==> config.mk <==
export PLATFORM = sky130hd
export DESIGN_NAME = fifo_drain_uart_tx
export DESIGN_NICKNAME = d
export VERILOG_FILES = /design/src/rtl/fifo_drain_uart_tx.sv
export SDC_FILE = /design/constraint.sdc
export NUM_CORES = 1
export LEC_CHECK = 0
export CAP_MARGIN = 10
export CELL_PAD_IN_SITES_DETAIL_PLACEMENT = 1
export CELL_PAD_IN_SITES_GLOBAL_PLACEMENT = 2
export CORE_UTILIZATION = 23
export DETAILED_ROUTE_END_ITERATION = 6
export GPL_TIMING_DRIVEN = 0
export PLACE_DENSITY = 0.62
export SLEW_MARGIN = 30
export SYNTH_ARGS = -nofsm -noshare
export SYNTH_HDL_FRONTEND = slang
export SYNTH_SLANG_ARGS = --single-unit
==> constraint.sdc <==
create_clock -name clk -period 1.7 [get_ports clk]
set_input_delay 0.255 -clock clk [delete_from_list [all_inputs] [get_ports clk]]
set_output_delay 0.255 -clock clk [all_outputs]
set_load 0.05 [all_outputs]
==> src/rtl/fifo_drain_uart_tx.sv <==
// Drains bytes from an upstream FIFO and serialises each one as an 8N1 UART frame.
// A frame is fetched only while enable is high; reset aborts any frame in flight.
module fifo_drain_uart_tx #(
    parameter int CLKS_PER_BIT = 16
) (
    input  logic       clk,
    input  logic       rst,
    input  logic       enable,
    input  logic       fifo_empty,
    output logic       fifo_rd_en,
    input  logic [7:0] fifo_data,
    output logic       tx,
    output logic       busy,
    output logic       byte_done
);

    localparam int CW = $clog2(CLKS_PER_BIT);
    localparam logic [CW-1:0] LAST = CW'(CLKS_PER_BIT - 1);
    localparam logic [CW-1:0] PEN  = CW'(CLKS_PER_BIT - 2);

    typedef enum logic [2:0] {
        S_IDLE, S_FETCH, S_LOAD, S_START, S_DATA, S_STOP
    } state_t;

    state_t        r_state;
    logic [CW-1:0] r_cnt;
    logic [2:0]    r_idx;
    logic [7:0]    r_shreg;
    logic          r_tx;
    logic          r_rd_en;
    logic          r_busy;
    logic          r_done;

    always_ff @(posedge clk or posedge rst) begin
        if (rst) begin
            r_state <= S_IDLE;
            r_cnt   <= '0;
            r_idx   <= '0;
            r_shreg <= '0;
            r_tx    <= 1'b1;
            r_rd_en <= 1'b0;
            r_busy  <= 1'b0;
            r_done  <= 1'b0;
        end else begin
            r_rd_en <= 1'b0;
            r_done  <= 1'b0;
            case (r_state)
                S_IDLE: begin
                    if (enable && !fifo_empty) begin
                        r_state <= S_FETCH;
                        r_rd_en <= 1'b1;
                        r_busy  <= 1'b1;
                    end
                end
                S_FETCH: r_state <= S_LOAD;
                S_LOAD: begin
                    // Read data is valid during LOAD, one cycle after the strobe.
                    r_shreg <= fifo_data;
                    r_tx    <= 1'b0;
                    r_cnt   <= '0;
                    r_state <= S_START;
                end
                S_START: begin
                    if (r_cnt == LAST) begin
                        r_cnt   <= '0;
                        r_idx   <= '0;
                        r_tx    <= r_shreg[0];
                        r_state <= S_DATA;
                    end else begin
                        r_cnt <= r_cnt + 1'b1;
                    end
                end
                S_DATA: begin
                    if (r_cnt == LAST) begin
                        r_cnt <= '0;
                        if (r_idx == 3'd7) begin
                            r_tx    <= 1'b1;
                            r_state <= S_STOP;
                        end else begin
                            // Bit 0 of the shifter is always the bit on the line.
                            r_idx   <= r_idx + 1'b1;
                            r_tx    <= r_shreg[1];
                            r_shreg <= {1'b0, r_shreg[7:1]};
                        end
                    end else begin
                        r_cnt <= r_cnt + 1'b1;
                    end
                end
                S_STOP: begin
                    if (r_cnt == LAST) begin
                        r_cnt   <= '0;
                        r_busy  <= 1'b0;
                        r_state <= S_IDLE;
                    end else begin
                        r_cnt  <= r_cnt + 1'b1;
                        r_done <= (r_cnt == PEN);
                    end
                end
                default: r_state <= S_IDLE;
            endcase
        end
    end

    assign fifo_rd_en = r_rd_en;
    assign tx         = r_tx;
    assign busy       = r_busy;
    assign byte_done  = r_done;

endmodule

* Yosys cells after proc, flatten, opt, wreduce, memory -nomap -nowiden
Index checks and enable logic that the tools add are counted.
** Word-level totals
- Memories :: 0
- Bits in read-only memories :: 0
- Input bits :: 12
- Output and inout port bits :: 4
- RAM bits :: 0
- Word-level logic and storage cells :: 63
- Bits in latches :: 0
- Register bits after elaboration :: 22
** Cells by class
- Multipliers :: 0
- Equal/unequal tests :: 14
- Reduce and logical (&&, ||, !) cells :: 14
- Divide/modulo/power cells :: 0
- Mux-type cells :: 25
- Shifts and indexed selects :: 0
- $add $sub $neg :: 2
- Bitwise gates (word level) :: 0
- Order comparisons :: 0
** Operator list (number)
- $mux 3 :: 7
- $pmux 3 s6 :: 1
- $mux 8 :: 2
- $pmux 8 s2 :: 1
- $ne 2x2->1 const B :: 6
- $eq 3x3->1 const B :: 3
- $mux 1 :: 9
- $reduce_and 3->1 :: 3
- $eq 4x4->1 const B :: 2
- $pmux 4 s2 :: 1
- $reduce_bool 2->1 :: 4
- $eq 3x2->1 const B :: 2
- $pmux 3 s2 :: 1
- $reduce_and 5->1 :: 1
- $add 4x1->4 const B :: 1
- $mux 4 :: 1
- $reduce_and 4->1 :: 1
- $add 3x1->3 const B :: 1
- $eq 3x1->1 const B :: 1
- $logic_not 3->1 :: 1
- $pmux 1 s3 :: 1
- $reduce_bool 3->1 :: 1
- $reduce_or 3->1 :: 1
- $pmux 1 s2 :: 1
- 2 further kinds :: 2

* Depth between registers and ports, before layout
Gate-level depths: netlist of the first run.
- Word-level depth :: 4
- Mapped depth :: 7
- Mapped depth without buffers :: 6

* Worst setup path after synthesis of the first run
Ideal clock, no wire load.
- Path type :: flip-flop to flip-flop
- Start point :: reg r_idx[0]
- End point :: reg r_shreg[0]
- Data required time :: 1.620 ns
- Cell stages (with the launch flop) :: 8
- Setup time :: 0.080 ns
- Setup slack :: 0.117 ns
- Arrival time :: 1.503 ns
- Cell sequence :: dfrtp_1 ha_1 ha_1 nor4b_2 and2_4 buf_6 nor3_2 nor3_2
** On the way
- Word-level cells in the longest chain between the ends :: 3
** RTL lines
- from (decl) :: RTL line 27 : logic [2:0] r_idx;
- from (signal assigned) :: RTL line 81 : r_idx <= r_idx + 1'b1;
- $eq 3x3->1 :: RTL line 76 : if (r_idx == 3'd7) begin
- $ne 2x2->1 (no source line)
- $reduce_and 3->1 (no source line)
- to (signal assigned) :: RTL line 58 : r_shreg <= fifo_data;
- to (signal assigned) :: RTL line 83 : r_shreg <= {1'b0, r_shreg[7:1]};
- to (decl) :: RTL line 28 : logic [7:0] r_shreg;
No other way between the ends.
A chain may end at the register's enable or synchronous reset.

* Final worst setup path of the first run
- Start point :: reg r_rd_en, in the netlist fifo_rd_en
- End point :: out fifo_rd_en
** RTL lines
- from (decl) :: RTL line 30 : logic r_rd_en;
- from (signal assigned) :: RTL line 41 : r_rd_en <= 1'b0;
- from (signal assigned) :: RTL line 45 : r_rd_en <= 1'b0;
- from (signal assigned) :: RTL line 51 : r_rd_en <= 1'b1;
- to (decl) :: RTL line 10 : output logic fifo_rd_en,
No word-level cell between the ends.

==> results of run 1 <==
## routing by layer
| metal | part of all wire [%] | vias up |
|---|---|---|
| li1 | - | 513 |
| met2 | 45 | 10 |
| met1 | 52 | 513 |
| met5 | 0 | - |
| met4 | 0.93 | 0 |
| met3 | 1.9 | 4 |
## placed cells by master, fill, tap and decap left out, drive strengths merged, types with 2 or more instances in the layout
master,instances
dfrtp,21
nor2,17
nor3,15
clkdlybuf4s50,13
nand2,13
buf,11
o21ai,9
a21oi,7
o22ai,7
inv,5
clkbuf,4
ha,4
a31oi,3
and2,3
nand3,2
nand3b,2
nor2b,2
a22o,2
nand2b,2
dlygate4sd2,2
## per-stage QoR
stage / hold WS, ns / cell area [sq um] / std cells / setup TNS (ns)
5_1_grt: 0.365 / 1580 / 223 / -0.267
2_1_floorplan: 0.243 / 1190 / 132 / 0
3_3_place_gp: 0.482 / 1430 / 214 / -0.610
6_report: 0.322 / 1580 / 223 / 0
3_5_place_dp: 0.500 / 1430 / 214 / -1.15
4_1_cts: 0.503 / 1540 / 220 / -0.0246
## cell type report
| class | instances | area [sq um] | share of cell area (%) |
|---|---|---|---|
| plain buffers | 8 | 51.3 | 3.24 |
| clock buffers | 3 | 41.3 | 2.61 |
| repair buffers | 19 | 178 | 11.2 |
| multi-input cells | 98 | 626 | 39.6 |
| inverters | 5 | 18.8 | 1.19 |
| well taps | 67 | 83.8 | 5.30 |
| clock inverters | 1 | 30.0 | 1.90 |
| flip-flops and latches | 22 | 553 | 35.0 |
## report_power, final
| group | switching [mW] | leakage, nW | internal (mW) |
|---|---|---|---|
| clock | 0.196 | 0.0357 | 0.315 |
| combinational | 0.0215 | 0.382 | 0.0314 |
| sequential | 0.00519 | 0.254 | 0.531 |
## kinds of logic after synthesis
logic type / count (synthesis) / synth area share, %
and+or+nand+nor: 59 / 25.9
AOI/OAI and AO/OA: 32 / 16.1
DFF: 22 / 46.2
buffers and inverters: 14 / 6.81
adders and majority gates: 4 / 4.19
muxes: 1 / 0.838
## registers in the layout, indices dropped and copies added (netlist names)
register / flops
busy: 1
byte_done: 1
fifo_rd_en: 1
r_cnt: 4
r_idx: 3
r_shreg: 8
r_state: 3
tx: 1
## worst register-to-register path, cell delays in order, from the launching register on
cell and delay, ns:
dfrtp_1 0.40, ha_2 0.20, ha_4 0.17, nor4b_4 0.33, nand2_2 0.17, o22ai_1 0.21, nor2_1 0.07
## worst max path at each step
| stage | start | endpoint | slack [ns] | cells past startpoint |
|---|---|---|---|---|
| finish | fifo_rd_en$_DFF_PP0_ | fifo_rd_en | 0.03 | 1 |
| global route | r_idx[1]$_DFFE_PP0P_ | r_shreg[3]$_DFFE_PP0P_ | -0.05 | 6 |
| CTS | r_idx[0]$_DFFE_PP0P_ | r_shreg[0]$_DFFE_PP0P_ | -0.02 | 6 |
| detailed placement | r_idx[0]$_DFFE_PP0P_ | r_shreg[4]$_DFFE_PP0P_ | -0.16 | 6 |
| global placement | r_idx[0]$_DFFE_PP0P_ | r_shreg[4]$_DFFE_PP0P_ | -0.12 | 6 |
| floorplan | r_idx[0]$_DFFE_PP0P_ | r_shreg[0]$_DFFE_PP0P_ | 0.12 | 7 |
## what timing repair did
action / in CTS / in global routing
buffers inserted: 2 / 2
endpoints found under the setup margin: 14 / 12
resized for setup: 9 / 6
pin swaps: 4 / 8
cloned: 1 / 1
==> impl_metrics.py, run 1 <==
metrics = {
    "detailed_routing": {
        "firstDrtPassIters": 2,
        "drt-initial-drc-count": 29,
        "ant_nets": 0,
        "wl_per_cell_um": 15.0,
        "route.vias.total": 1040,
        "avgViaCountPerCell": 4.66,
        "wirelength_um": 3340,
        "drc": 0,
    },
    "cts": {
        "h-tree-depth": 1,
        "clock-root-buffer": "clkbuf_8",
        "clk_transition_reported_paths_ns": 0.09,
        "clock_path_buffers": 2,
        "cts_buffers": 3,
        "cts_tree": "done",
        "clock-sinks": 22,
        "worstSkewPairLatency_ns": 0.27,
        "cts_hold_buf": 0,
    },
    "yosys": {
        "yosys.area.top_type": "dfrtp_1",
        "yosys_warnings": 0,
        "ys_seq_area_share_pct": 46.2,
        "synth_edf_count": 0,
        "synthTopCellsByCount": "dfrtp_1, nor2_1, nor3_1, nand2_1, o21ai_0",
        "avgSynthCellArea_sq_um": 9.05,
        "synthFlopType": "dfrtp_1",
        "synthesis.area_sq_um": 1190,
        "synthArstFlopShare_pct": 100,
        "ys_ff_latch": 22,
        "synth_top_area_share_pct": 44.0,
        "synth_area_leaders": "dfrtp_1, nor3_1, nor2_1",
        "yosys.cell_count.top_type": "dfrtp_1",
        "synthCells": 132,
        "ys_types": 33,
        "synthesis.nets": 148,
    },
    "global_route": {
        "busiest_layer": "met2",
        "grtUsageMet3_pct": 2.03,
        "grt_max_degree": 23,
        "overflow": 0,
        "grt_util_met2_pct": 21.3,
        "grt_pass1_wl_um": 5600,
        "antenna_found_initial": 0,
        "gr-usage-met1_pct": 18.5,
        "grt_pass1_vias": 1152,
        "grt_usage_pct": 13.5,
    },
    "setup_path": {
        "rr_startpoint": "r_idx[1]$_DFFE_PP0P_",
        "crit_family": "buffers and inverters",
        "r2r-end": "r_shreg[4]$_DFFE_PP0P_",
        "critical_path_class": "register to primary output",
        "rrSetupSlack_ns": 0.05,
        "path_max_fanout": 1,
        "crit_chain": "clkdlybuf4s50_1",
        "rr_worst_depth": 6,
        "worstSetupStartpointType": "register",
        "crit_arrival_ns": 1.41,
        "cp.required_ns": 1.44,
        "slowest_delay_ns": 0.80,
        "cp_slowest_cell": "clkdlybuf4s50_1",
        "critical_path.endpoint_type": "primary output",
        "crit_buf_inv": 1,
    },
    "floorplanning": {
        "io_pins": 16,
        "start_util_pct": 24.6,
        "rows": 25,
        "die_y_um": 74.1,
        "core_sq_um": 4850,
        "die-area_sq_um": 5490,
        "die_w_um": 74.1,
    },
    "sta": {
        "slew-limit-headroom_pct": 66.6,
        "finalCritPeriodShare_pct": 98.0,
        "timing.fmax_mhz": 601,
        "tightest_slew_ns": 0.502,
        "worst_slack_ns": 0.0348,
        "setup_viol": 0,
        "hold_viol_final": 0,
        "fin_crit_ns": 1.67,
        "maxSlewViolCount": 0,
        "rsz0062_at_grt": "yes",
        "worst_clock_skew_ns": 0.00428,
    },
    "power_and_ir_drop": {
        "power_density_nw_per_um2": 696,
        "leakage_nw": 0.671,
        "power_mw": 1.10,
        "ir_worst_vdd_mv": 0.295,
    },
    "flow_run": {
        "drv_cap": 0,
    },
    "outcome": {
        "outcome": "complete, no violations",
    },
    "layout": {
        "final_util_pct": 32.6,
        "area_delta_synth_final_pct": 32.4,
        "num-fill-cells": 576,
        "nets": 173,
        "drive_gt1_share_pct": 20.5,
        "antenna_cells": 0,
    },
    "placed_design": {
        "place_hpwl_um": 2320,
        "place_congestion": 0.665,
        "detailedPlace.worstSlack_ns": -0.158,
        "place.port_buffers": 15,
    },
    "worst_hold_path": {
        "hp-class": "input pin to async pin",
    },
}
No activity file was read; power rests on OpenSTA's default activity.
==> run 2: changes to the inputs <==
CORE_ASPECT_RATIO = 0.7   (was unset)
CORE_UTILIZATION = 33   (was 23)
PLACE_DENSITY = 0.82   (was 0.62)
==> run 2 against run 1 <==
Compared with the run above: sequential share of layout area rose by 1.7 points; final cell count fell by 9.9%; die area fell by 29%; flip-flop and latch count did not move; setup slack improved by 0.022 ns; first-iteration DRC count rose to 3.8 times the previous value; combinational power fell by 1%; total power fell by 16%; clock-buffer cell count rose by 1; largest cell class unchanged; sequential power barely moved.
==> impl_metrics.py, run 2 (same netlist as run 1, synthesis figures left out) <==
metrics = {
    "cts": {
        "h-tree-depth": 1,
        "cts_tree": "done",
        "clk_transition_reported_paths_ns": 0.08,
        "cts_buffers": 3,
        "worstSkewPairLatency_ns": 0.26,
        "clock-sinks": 22,
        "clock-root-buffer": "clkbuf_8",
        "clock_path_buffers": 2,
    },
    "setup_path": {
        "worst-path-stages": 1,
        "cp_slowest_cell": "clkdlybuf4s50_1",
        "worstSetupStartpointType": "register",
        "path_max_fanout": 1,
        "crit_family": "buffers and inverters",
        "rr_worst_depth": 7,
        "crit_chain": "clkdlybuf4s50_1",
        "r2r-end": "r_shreg[6]$_DFFE_PP0P_",
        "cp.required_ns": 1.44,
        "critical_path_class": "register to primary output",
        "cp-endpoint": "fifo_rd_en",
        "rrSetupSlack_ns": 0.06,
        "crit_buf_inv": 1,
        "rr_startpoint": "r_idx[0]$_DFFE_PP0P_",
        "crit_arrival_ns": 1.39,
        "crit_path_start": "fifo_rd_en$_DFF_PP0_",
        "critical_path.endpoint_type": "primary output",
        "slowest_delay_ns": 0.80,
    },
    "layout": {
        "antenna_cells": 0,
        "reg_top3": "r_shreg (8), r_cnt (4)",
        "num-fill-cells": 383,
        "max_flop_register": "r_shreg",
        "seq_area_sq_um": 554,
        "area_delta_synth_final_pct": 26.4,
        "drive_gt1_share_pct": 19.5,
        "final_cell_mix": "dfrtp_1, nor2_1, nor3_1, clkdlybuf4s50_1, nand2_1",
        "multi_input_area_sq_um": 619,
        "final_util_pct": 45.8,
        "largest_reg_flops": 8,
        "nets": 171,
        "final_common_cell": "dfrtp_1",
    },
    "power_and_ir_drop": {
        "intPower_mw": 0.730,
        "leakage_nw": 0.641,
        "p_seq_share_pct": 58.1,
        "ir_worst_vdd_mv": 0.478,
        "p_switching_mw": 0.195,
        "p_comb_share_pct": 5.7,
        "power_density_nw_per_um2": 612,
        "netSwitchingFraction_pct": 21.1,
        "clock_power_share_pct": 36.2,
    },
    "global_route": {
        "grt_pass1_vias": 1085,
        "grt_usage_pct": 18.7,
        "grt_pass1_wl_um": 5360,
        "grt_max_degree": 23,
        "antenna_found_initial": 0,
        "overflow": 0,
    },
    "sta": {
        "hold_viol_final": 0,
        "timing.fmax_mhz": 609,
        "slew-limit-headroom_pct": 46.2,
        "fin_crit_ns": 1.64,
        "maxSlewViolCount": 0,
        "finalCritPeriodShare_pct": 96.6,
        "timing.hold.ws_ns": 0.348,
        "setup_viol": 0,
        "worst_clock_skew_ns": 0.00588,
        "tightest_slew_ns": 0.801,
    },
    "worst_hold_path": {
        "hp-class": "input pin to async pin",
    },
    "placed_design": {
        "place_hpwl_um": 2140,
        "place.port_buffers": 15,
        "place_congestion": 0.756,
    },
    "detailed_routing": {
        "wirelength_um": 3130,
        "route.vias.total": 1055,
        "drt-initial-drc-count": 109,
        "firstDrtPassIters": 4,
        "drc": 0,
        "avgViaCountPerCell": 5.25,
        "wl_per_cell_um": 15.6,
        "ant_nets": 0,
    },
    "floorplanning": {
        "die_y_um": 52.3,
        "rows": 17,
        "io_pins": 16,
        "die_w_um": 73.9,
        "core_sq_um": 3300,
        "die-area_sq_um": 3870,
        "start_util_pct": 36.2,
    },
    "outcome": {
        "outcome": "complete, no violations",
    },
    "flow_run": {
        "drv_cap": 0,
    },
}
## run 2: metrics by stage
step	instances	power, mW	cell area, sq um	TNS, ns	worst slack (ns)
after floorplan	132	0.565	1190	0	0.117
after global placement	194	0.596	1400	-0.634	-0.0986
after detailed placement	194	0.598	1400	-1.17	-0.170
after CTS	199	0.936	1480	-0.0515	-0.0311
after global routing	201	0.963	1510	-0.000329	-0.000329
final	201	0.925	1510	0	0.0572
## run 2: cell type report
cell class / instances / area share (%)
Buffer: 8 / 3.40
Clock buffer: 4 / 2.98
Inverter: 5 / 1.24
Multi-Input combinational cell: 98 / 41.0
Sequential cell: 22 / 36.7
Tap cell: 47 / 3.89
Timing Repair Buffer: 17 / 10.8
## run 2: worst min-delay path by stage
stage	end	cells after the start
global route	r_cnt[2]$_DFFE_PP0P_	2
CTS	r_cnt[2]$_DFFE_PP0P_	2
floorplan	busy$_DFFE_PP0P_	1
finish	r_idx[2]$_DFFE_PP0P_	2
global placement	r_shreg[7]$_DFFE_PP0P_	2
detailed placement	r_idx[2]$_DFFE_PP0P_	1
## run 2: repair_timing
item	in CTS	in global routing
setup endpoints to repair	14	13
hold buffers	0	0
setup buffers	1	1
pin swaps	3	4
resized for setup	9	7
gates cloned	1	1
## run 2: metal layers
layer  global-route usage (%)  share of wire [%]
met1                     27.8                 53
met2                     27.9                 44
met3                     4.62                3.0
met4                     1.92                  0
met5                        0                  0
## run 2: power groups by stage
stage	clock, mW	sequential (mW)	combinational (mW)
floorplan	0	0.545	0.0199
global placement	0	0.546	0.0499
detailed placement	0	0.547	0.0512
CTS	0.347	0.537	0.0526
global route	0.366	0.539	0.0584
finish	0.335	0.538	0.0523
